$ cat config.mk
export PLATFORM = sky130hd
export DESIGN_NAME = clk_tick_scheduler
export DESIGN_NICKNAME = d
export VERILOG_FILES = /design/src/rtl/clk_tick_scheduler.sv
export SDC_FILE = /design/constraint.sdc
export NUM_CORES = 1
export LEC_CHECK = 0
export BUFFER_PORTS_ARGS = -buffer_cell sky130_fd_sc_hd__clkbuf_2
export CAP_MARGIN = 5
export CORE_MARGIN = 4
export CORE_UTILIZATION = 23
export DETAILED_ROUTE_END_ITERATION = 10
export PLACE_DENSITY = 0.39
export SLEW_MARGIN = 5
export SYNTH_ARGS = -nofsm -noshare
export SYNTH_HDL_FRONTEND = slang
export SYNTH_SLANG_ARGS = --single-unit
export TNS_END_PERCENT = 5
$ cat constraint.sdc
create_clock -name clk -period 5 [get_ports clk]
set_input_delay 0 -clock clk [delete_from_list [all_inputs] [get_ports clk]]
set_output_delay 0 -clock clk [all_outputs]
set_load 0.005 [all_outputs]
$ cat src/rtl/clk_tick_scheduler.sv
// Clock tick scheduler: one shared base-tick prescaler driving NCH programmable tick/clkout channels.
// Optional macro CLK_TICK_SCHED_IMMEDIATE_EN applies a pending configuration on the next clk cycle.
module clk_tick_scheduler #(
    parameter int unsigned FREQ_IN   = 100000000,
    parameter int unsigned FREQ_BASE = 1000,
    parameter int unsigned NCH       = 4,
    parameter int unsigned DIVW      = 16,
    parameter int unsigned CHW       = (NCH > 1) ? $clog2(NCH) : 1
) (
    input  logic            clk,
    input  logic            rst,
    input  logic            cfg_valid,
    output logic            cfg_ready,
    input  logic [CHW-1:0]  cfg_ch,
    input  logic [DIVW-1:0] cfg_div,
    input  logic            cfg_en,
    output logic [NCH-1:0]  tick,
    output logic [NCH-1:0]  clkout,
    output logic            busy
);
    localparam int unsigned   PRE      = FREQ_IN / FREQ_BASE;
    localparam int unsigned   PW       = (PRE > 1) ? $clog2(PRE) : 1;
    localparam logic [PW-1:0] PRE_LAST = PW'(PRE - 1);

    typedef enum logic [0:0] {
        S_IDLE = 1'b0,
        S_PEND = 1'b1
    } state_e;

    state_e          state_q, state_d;
    logic [PW-1:0]   presc_q, presc_d;
    logic            base_tick;
    logic [CHW-1:0]  pch_q, pch_d;
    logic [DIVW-1:0] pdiv_q, pdiv_d;
    logic            pen_q, pen_d;
    logic            apply;
    logic            pch_valid;

    logic [NCH-1:0]  en_q, en_d;
    logic [DIVW-1:0] div_q    [NCH];
    logic [DIVW-1:0] div_d    [NCH];
    logic [DIVW-1:0] div_last [NCH];
    logic [DIVW-1:0] cnt_q    [NCH];
    logic [DIVW-1:0] cnt_d    [NCH];
    logic [NCH-1:0]  tick_q, tick_d;
    logic [NCH-1:0]  clkout_q, clkout_d;

    // Free-running prescaler; configuration never touches it.
    always_comb begin
        base_tick = (presc_q == PRE_LAST);
        presc_d   = base_tick ? '0 : presc_q + PW'(1);
    end

    // Configuration FSM: capture in IDLE, apply from PEND.
    always_comb begin
        state_d = state_q;
        pch_d   = pch_q;
        pdiv_d  = pdiv_q;
        pen_d   = pen_q;
        apply   = 1'b0;
        case (state_q)
            S_IDLE: begin
                if (cfg_valid && cfg_ready) begin
                    state_d = S_PEND;
                    pch_d   = cfg_ch;
                    pdiv_d  = cfg_div;
                    pen_d   = cfg_en;
                end
            end
            S_PEND: begin
`ifdef CLK_TICK_SCHED_IMMEDIATE_EN
                apply = 1'b1;
`else
                apply = base_tick;
`endif
                if (apply) begin
                    state_d = S_IDLE;
                end
            end
            default: state_d = S_IDLE;
        endcase
    end

    // Out-of-range channel numbers are accepted but never match a channel.
    assign pch_valid = (32'(pch_q) < NCH);

    // A divide value of zero behaves exactly like one.
    always_comb begin
        for (int i = 0; i < int'(NCH); i++) begin
            div_last[i] = (div_q[i] == '0) ? '0 : div_q[i] - DIVW'(1);
        end
    end

    // Per-channel counters; the applied channel skips a coincident base tick.
    always_comb begin
        for (int i = 0; i < int'(NCH); i++) begin
            en_d[i]     = en_q[i];
            div_d[i]    = div_q[i];
            cnt_d[i]    = cnt_q[i];
            tick_d[i]   = 1'b0;
            clkout_d[i] = clkout_q[i];
            if (apply && pch_valid && (pch_q == CHW'(i))) begin
                en_d[i]     = pen_q;
                div_d[i]    = pdiv_q;
                cnt_d[i]    = '0;
                clkout_d[i] = 1'b0;
            end else if (!en_q[i]) begin
                cnt_d[i]    = '0;
                clkout_d[i] = 1'b0;
            end else if (base_tick) begin
                if (cnt_q[i] >= div_last[i]) begin
                    cnt_d[i]    = '0;
                    tick_d[i]   = 1'b1;
                    clkout_d[i] = ~clkout_q[i];
                end else begin
                    cnt_d[i] = cnt_q[i] + DIVW'(1);
                end
            end
        end
    end

    always_ff @(posedge clk or posedge rst) begin
        if (rst) begin
            state_q  <= S_IDLE;
            presc_q  <= '0;
            pch_q    <= '0;
            pdiv_q   <= '0;
            pen_q    <= 1'b0;
            en_q     <= '0;
            tick_q   <= '0;
            clkout_q <= '0;
            for (int i = 0; i < int'(NCH); i++) begin
                div_q[i] <= DIVW'(1);
                cnt_q[i] <= '0;
            end
        end else begin
            state_q  <= state_d;
            presc_q  <= presc_d;
            pch_q    <= pch_d;
            pdiv_q   <= pdiv_d;
            pen_q    <= pen_d;
            en_q     <= en_d;
            tick_q   <= tick_d;
            clkout_q <= clkout_d;
            for (int i = 0; i < int'(NCH); i++) begin
                div_q[i] <= div_d[i];
                cnt_q[i] <= cnt_d[i];
            end
        end
    end

    // cfg_ready drops combinationally with rst so nothing is accepted during reset.
    assign cfg_ready = (state_q == S_IDLE) && !rst;
    assign busy      = (state_q == S_PEND);
    assign tick      = tick_q;
    assign clkout    = clkout_q;

endmodule

# Yosys cells after proc, flatten, opt, wreduce, memory -nomap -nowiden
# Cells that the tools add are included.
# Widths: inputs -> output; s select.
op_classes:
  n_addsub: 9
  n_lt_le_gt_ge: 4
  n_eq_ne: 12
  mux: 57
  bitwise: 5
  reduce_logical: 17
op_table:
  columns: ["cell", "count"]
  rows:
  - ["$mux 16", 20]
  - ["$add 16x1->16 const B", 4]
  - ["$ge 16x16->1", 4]
  - ["$logic_not 16->1", 4]
  - ["$sub 16x1->16 const B", 4]
  - ["$mux 1", 35]
  - ["$add 17x1->17 const B", 1]
  - ["$eq 17x17->1 const B", 1]
  - ["$mux 17", 1]
  - ["$ne 3x1->1 const B", 4]
  - ["$ne 3x2->1 const B", 4]
  - ["$reduce_and 2->1", 5]
  - ["$logic_and 1x1->1", 6]
  - ["$not 1->1", 5]
  - ["$eq 2x2->1 const B", 2]
  - ["$eq 2x1->1 const B", 1]
  - ["$logic_not 2->1", 1]
  - ["$pmux 1 s2", 1]
  - ["$logic_not 1->1", 1]
totals:
  register_bits: 177
  output_inout_bits: 10
  word_cells: 126

# Longest topological paths before layout
# Gate-level depths: netlist of run 1.
depth:
  depth_word: 7
  depth_mapped: 17
  ltp_nobuf: 16

# Worst setup path before layout of run 1
# No wires, ideal clock.
synth_path:
  kind: "register to register"
  from: "reg div_q[7] in the netlist's numbering"
  to: "reg cnt_q[3] in the netlist's numbering"
  setup_time_ns: 0.082
  arrival_time_ns: 3.836
  required_ns: 4.918
  slack_ns: 1.082
  path_stages_with_launch: 15
  path_buffers: 1
  period_less_slack_ns: 3.918
  path_cell_list: "dfrtp_1 or4_1 or3_1 or4_1 nand2b_4 buf_2 nand2_1 ha_1 a211oi_1 nor2_1 or3_1 o211a_1 nor3b_1 nand3_1 a31oi_1"
synth_between:
  elab_chain_cells: 7
  word_cells_on_any_way: 8
  classes_between: "add/sub (1); order compare (1); mux (5); reduce/logical (1)"
synth_lines:
  columns: ["element", "line_no", "text"]
  rows:
  - ["start: declaration", "40", "logic [DIVW-1:0] div_q [NCH];"]
  - ["start signal: indexed assignment", "146", "div_q[i] <= div_d[i];"]
  - ["$sub 16x1->16 / $logic_not 16->1 (equally long branches)", "90", "div_last[i] = (div_q[i] == '0) ? '0 : div_q[i] - DIVW'(1);"]
  - ["$mux 16 (*)", "90", null]
  - ["$ge 16x16->1 (*)", "111", "if (cnt_q[i] >= div_last[i]) begin"]
  - ["$mux 16 (*)", "111", null]
  - ["$mux 16 (*)", "110", "end else if (base_tick) begin"]
  - ["$mux 16 (*)", "107", "end else if (!en_q[i]) begin"]
  - ["$mux 16 (*)", "102", "if (apply && pch_valid && (pch_q == CHW'(i))) begin"]
  - ["end signal: indexed assignment", "147", "cnt_q[i] <= cnt_d[i];"]
  - ["end: declaration", "43", "logic [DIVW-1:0] cnt_q [NCH];"]
# Mark *: on every way between the ends. The rest lies on a longest branch, timed or not. The select of a mux whose other input is x is not followed.
# A chain may end at the register's enable or synchronous reset.

# Final worst setup path of run 1
layout_path:
  from: "reg div_q[7] in the netlist's numbering"
  to: "reg cnt_q[6] in the netlist's numbering"
# The elaborated chain is that of the path after synthesis.

==> flow_summary.toml, run 1 <==
[timing]
max_freq_mhz = 237
rsz0062_at_grt = "no"
report.final.slew_viol_count = 0
fin_crit_ps = 4220
slew_headroom_pct = 25.0
fin_crit_sh_pct = 84.5
setup_viol = 0
hold_violations = 0
worstMarginPinSlew_ps = 1120
clock_skew_ps = 11.6
setup_tns_ps = 0
timing.hold.ws_ps = 316

[place]
place.gp.congestion = 0.735
dpl_cell_area_um2 = 11200
io_buffers = 31
hpwl_um = 18700

[setup_path]
cp-start-kind = "register"
critPathKind = "reg2reg"
crit_slowest_cell = "nor3b_1"
worstPathRequired_ps = 5350
arrival_ps = 4580
crit_path_cell_trace = "or4_1 > or3_1 > or4_1 > nand2b_4 > nand2_1 > ha_1 > a21oi_1 > o21ai_0 > or3_1 > o211a_1 > nor3b_1 > nand3_1 > a31oi_1"
end_kind = "register"
critPathMaxFanout = 14
cpPeakStageDelay_ps = 590

[global_routing]
antenna_found_initial = 2
grt_pass1_vias = 7710
grt_use_total_pct = 11.2
grt_max_degree = 129
grt_pass1_wl_um = 42800
grt.overflow.total = 0

[yosys]
ys_seq_elements = 177
synth-edff-count = 0
async_flop_share_pct = 100
yosys_warnings = 0
syn_area_um2 = 10400
yosysUniqueCellTypes = 70
postSynthCellCount = 1053
ys_seq_area_share_pct = 42.6
synth_ff_type = "dfrtp_1"
synth_nets = 1152
syn_avg_cell_area_um2 = 9.88

[clock_tree]
root_buffer = "clkbuf_16"
path_clk_slew_ps = 80
clock_path_buffers = 2
clkSinkCount = 177
cts_buffers = 17
cts_setup_buffers = 0
clk_latency_ps = 440
cts_tree = "done"
htree_levels = 4
cts_resized = 0
cts_hold_buf = 20

[floorplan]
die_w_um = 221
core-area_um2 = 44400
ioPinCount = 32
start_util_pct = 23.4
rows = 77
die_height_um = 221
dieArea_um2 = 48700

[flow_run]
maxCapViolCount = 0

[min_path]
holdCritPathClass = "in2reg"

[finish]
num-nets-final = 1202
utilization_pct = 27.1
syn2layout_area_growth_pct = 15.5
drive_gt1_share_pct = 12.9
stdcell_area_um2 = 12000

[status]
outcome = "complete, no violations"

[power]
finalPower_mw = 3.21
p_per_area_nw_per_um2 = 267
p_leak_nw = 5.25
ir_drop_mv = 0.221

[route]
routed_wl_um = 25800
avgRoutedWirePerCell_um = 15.1
routed_via_density = 4.40
drtIter0Drc = 339
drc = 0
num_vias = 7520
firstDrtPassIters = 4
drtAntennaViolNets = 0
flip-flops by register name, indices dropped and copies added, names as in the netlist:
name     count
tick         4
pdiv_q      16
clkout       4
pch_q        2
en_q         4
div_q       64
pen_q        1
busy         1
cnt_q       64
presc_q     17
report_power, final:
group          total [mW]  internal [mW]  switching [mW]
combinational       0.153         0.0841          0.0691
clock                1.33          0.691           0.636
sequential           1.73           1.51           0.219
worst paths after layout:
| check | from | to | slack, ps | cells past startpoint |
|---|---|---|---|---|
| worst max-delay path | div_q[7] | cnt_q[6] | 780 | 13 |
| worst min-delay path | cfg_div[12] | pdiv_q[12] | 320 | 3 |
| worst max register to register | div_q[7] | cnt_q[6] | 780 | 13 |
| worst min register to register | presc_q[4] | presc_q[4] | 500 | 1 |
| max in group asynchronous | rst | cnt_q[12] | 3440 | 4 |
| min in group asynchronous | rst | pdiv_q[7] | 330 | 3 |
area by class of cell:
class                           instances  area (um^2)
Antenna cell                            2         5.00
Clock buffer                           21          470
Fill cell                            4698        32400
Tap cell                              592          741
Sequential cell                       177         4430
Timing Repair Buffer                   61          430
Clock inverter                         11         97.6
Inverter                               23         93.8
Multi-Input combinational cell        823         5740
cells by family (layout without fill, tap and decap cells):
family	count (synthesis)	in the layout	synth area share (%)
DFF	177	177	42.6
xor gates and xnor gates	110	110	9.26
other	0	2	0
and+or+nand+nor	451	451	22.0
muxes	79	79	8.53
adders and majority gates	77	77	9.26
buffers and inverters	53	116	2.13
AOI/OAI and AO/OA	106	106	6.21
metrics by stage:
stage               instances  worst slack, ps
floorplan                1053              205
global placement         1656              788
detailed placement       1656              738
CTS                      1708              733
global route             1708              402
finish                   1710              777
per-layer routing:
layer	share of wire (%)	global-route usage (%)	vias to the layer above
met1	51	16.0	3637
met5	0	0	-
li1	-	-	3805
met2	45	17.6	65
met3	2.4	2.13	13
met4	0.94	2.62	0
placed cells by master, fill, tap and decap left out, types with 16 or more instances in the layout:
cell / Yosys / routed
dfrtp_1: 173 / 173
nand2_1: 130 / 130
nor2_1: 95 / 95
ha_1: 77 / 77
xor2_1: 75 / 75
nand3_1: 60 / 60
mux2_2: 52 / 52
xnor2_1: 35 / 35
a21oi_1: 33 / 33
o21ai_0: 31 / 31
clkbuf_2: 0 / 31
nor3_1: 28 / 28
mux2_1: 25 / 25
nand4_1: 23 / 23
inv_1: 23 / 22
dlygate4sd3_1: 0 / 20
clkbuf_16: 0 / 17
and3_1: 16 / 16
worst max-delay path, delay by kind of cell, from the launching register on:
family                     cells  cell delay, ps
AOI/OAI and AO/OA              4             670
adders and majority gates      1             240
DFF                            1             430
and+or+nand+nor                8            2800
cells in the mapped netlist (all sizes together), types with 10 or more instances:
master / number / area (um^2)
o21ai: 35 / 179
a21oi: 33 / 165
mux2: 77 / 867
clkbuf: 14 / 52.6
and3: 16 / 100
nand2b: 11 / 78.8
inv: 23 / 86.3
nor3: 30 / 166
and2: 15 / 93.8
or3: 10 / 62.6
nand2: 130 / 488
dfrtp: 173 / 4330
ha: 77 / 963
nand3: 60 / 300
xnor2: 35 / 307
nand4: 23 / 144
xor2: 75 / 657
nor2: 96 / 368
nor4: 16 / 115
buf: 16 / 82.6
Note: power is estimated with default switching activity, not from simulation.
==> run 2: changes to the inputs <==
Settings changed: PLACE_DENSITY 0.39 to 0.38.
Clock period 5 ns to 4.2 ns, I/O delays scaled along.
==> flow_summary.toml, run 2 (synthesized netlist as in run 1, its figures left out) <==
[clock_tree]
cts_buffers = 17
clock_path_buffers = 2
path_clk_slew_ps = 80
clk_latency_ps = 460
clkSinkCount = 177
cts_tree = "done"
root_buffer = "clkbuf_16"
htree_levels = 4

[route]
drtIter0Drc = 316
routed_wl_um = 26100
firstDrtPassIters = 4
drc = 0
avgRoutedWirePerCell_um = 15.2
routed_via_density = 4.43
num_vias = 7609
drtAntennaViolNets = 0

[floorplan]
die_height_um = 221
rows = 77
dieArea_um2 = 48700
ioPinCount = 32
start_util_pct = 23.4
core-area_um2 = 44400
die_w_um = 221

[global_routing]
grt.overflow.total = 0
grt_pass1_vias = 7752
antenna_found_initial = 3
grt_pass1_wl_um = 43800
grt_max_degree = 178
grt_use_total_pct = 11.4

[timing]
rsz0062_at_grt = "yes"
max_freq_mhz = 256
report.final.slew_viol_count = 0
timing.hold.ws_ps = 303
clock_skew_ps = 9.67
setup_tns_ps = 0
fin_crit_ps = 3910
fin_crit_sh_pct = 93.2
hold_violations = 0
setup_viol = 0
slew_headroom_pct = 24.2
worstMarginPinSlew_ps = 1140

[power]
ir_drop_mv = 0.267
pwr-share-seq_pct = 52.3
p_leak_nw = 5.31
pwr-share-clk_pct = 43.1
p_sw_mw = 1.15
p_per_area_nw_per_um2 = 322
p_int_mw = 2.76
swShare_pct = 29.4
combPwrFrac_pct = 4.6

[setup_path]
critPathMaxFanout = 14
crit_slowest_cell = "or4_1"
reg2reg_depth = 14
worstPathRequired_ps = 4580
crit_path_cell_trace = "or4_1 > or3_1 > or4_1 > nand2b_4 > nand2_1 > ha_1 > a21oi_1 > o21ai_0 > or3_1 > o211a_1 > nor3b_1 > buf_4 > nand3_1 > a31oi_1"
end_kind = "register"
cp-start-kind = "register"
r2r_start = "div_q[7]"
reg2reg_setup_slack_ps = 290
critPathKind = "reg2reg"
r2r-end = "cnt_q[3]"
arrival_ps = 4290
cpPeakStageDelay_ps = 550
startpoint = "div_q[7]"

[status]
outcome = "complete, no violations"

[min_path]
min_to = "pch_q[1]"
worstHoldPathCells = 3
hold_path_startpoint = "cfg_ch[1]"
holdCritPathClass = "in2reg"

[finish]
drive_gt1_share_pct = 14.0
fill_cells = 4662
mostFrequentLayoutCells = "dfrtp_1 (172), nand2_1 (130), nor2_1 (95)"
largestRegisters = "cnt_q (64), div_q (64), presc_q (17)"
num-nets-final = 1209
layout_commonest_cell = "dfrtp_1"
syn2layout_area_growth_pct = 16.7

[place]
hpwl_um = 18700
place.gp.congestion = 0.748
io_buffers = 31

[flow_run]
maxCapViolCount = 0
run 2: cell types whose count changed in the layout (fill, tap and decap cells not counted), sizes merged:
cell / before / now
buf: 10 / 17
clkbuf: 52 / 49
inv: 28 / 30
bufinv: 0 / 1
diode: 2 / 3
run 2: worst max path at each step:
| stage | end | slack, ps |
|---|---|---|
| 4_1_cts | cnt_q[62] | 60 |
| 5_1_grt | cnt_q[0] | -9 |
| 3_5_place_dp | cnt_q[62] | 80 |
| 3_3_place_gp | cnt_q[63] | 180 |
| 2_1_floorplan | cnt_q[3] | 280 |
| 6_report | cnt_q[3] | 290 |
run 2: layer usage:
layer	share of wire (%)	global-route usage, %	vias to the layer above
met5	0	0	-
met4	0.87	2.68	0
met3	3.3	2.47	17
met2	44	17.3	78
met1	52	16.7	3681
li1	-	-	3833
run 2: critical path, delay by kind of cell (launching register included):
family	cells	cell delay, ps
fa+ha+maj	1	250
simple gates	8	2320
buf+inv	1	180
flops	1	450
compound gates	4	640
run 2: metrics by stage:
| stage | total power, mW | std cells | instance area, um^2 | util [%] | worst slack (ps) |
|---|---|---|---|---|---|
| CTS | 4.00 | 1715 | 12100 | 27.3 | 64.9 |
| global route | 4.10 | 1715 | 12100 | 27.3 | -9.05 |
| floorplan | 2.04 | 1053 | 10400 | - | 282 |
| detailed placement | 2.27 | 1663 | 11300 | 25.5 | 77.8 |
| finish | 3.91 | 1718 | 12100 | 27.3 | 287 |
| global placement | 2.26 | 1663 | 11300 | 25.5 | 175 |
run 2: timing repair:
item,4_1_cts,5_1_grt
setup endpoints to repair,0,43
hold endpoints to repair,192,0
hold buffers,20,0
gates resized for setup,0,6
buffers inserted,0,0
run 2: power groups by stage:
stage / Combinational, mW / Sequential (mW) / Clock [mW]
after global placement: 0.171 / 2.09 / 0
after CTS: 0.189 / 2.06 / 1.75
after floorplan: 0.130 / 1.91 / 0
final: 0.182 / 2.05 / 1.69
after detailed placement: 0.173 / 2.09 / 0
after global routing: 0.206 / 2.07 / 1.83
run 2: cell type report:
class,count,area (um^2),share of cell area [%]
antenna,3,7.51,0.0618
clock buffer,18,439,3.62
clock inverter,14,166,1.37
inverter,23,90.1,0.742
multi-input combinational,823,5760,47.5
sequential,177,4440,36.5
tap,592,741,6.10
timing repair buffer,68,495,4.08
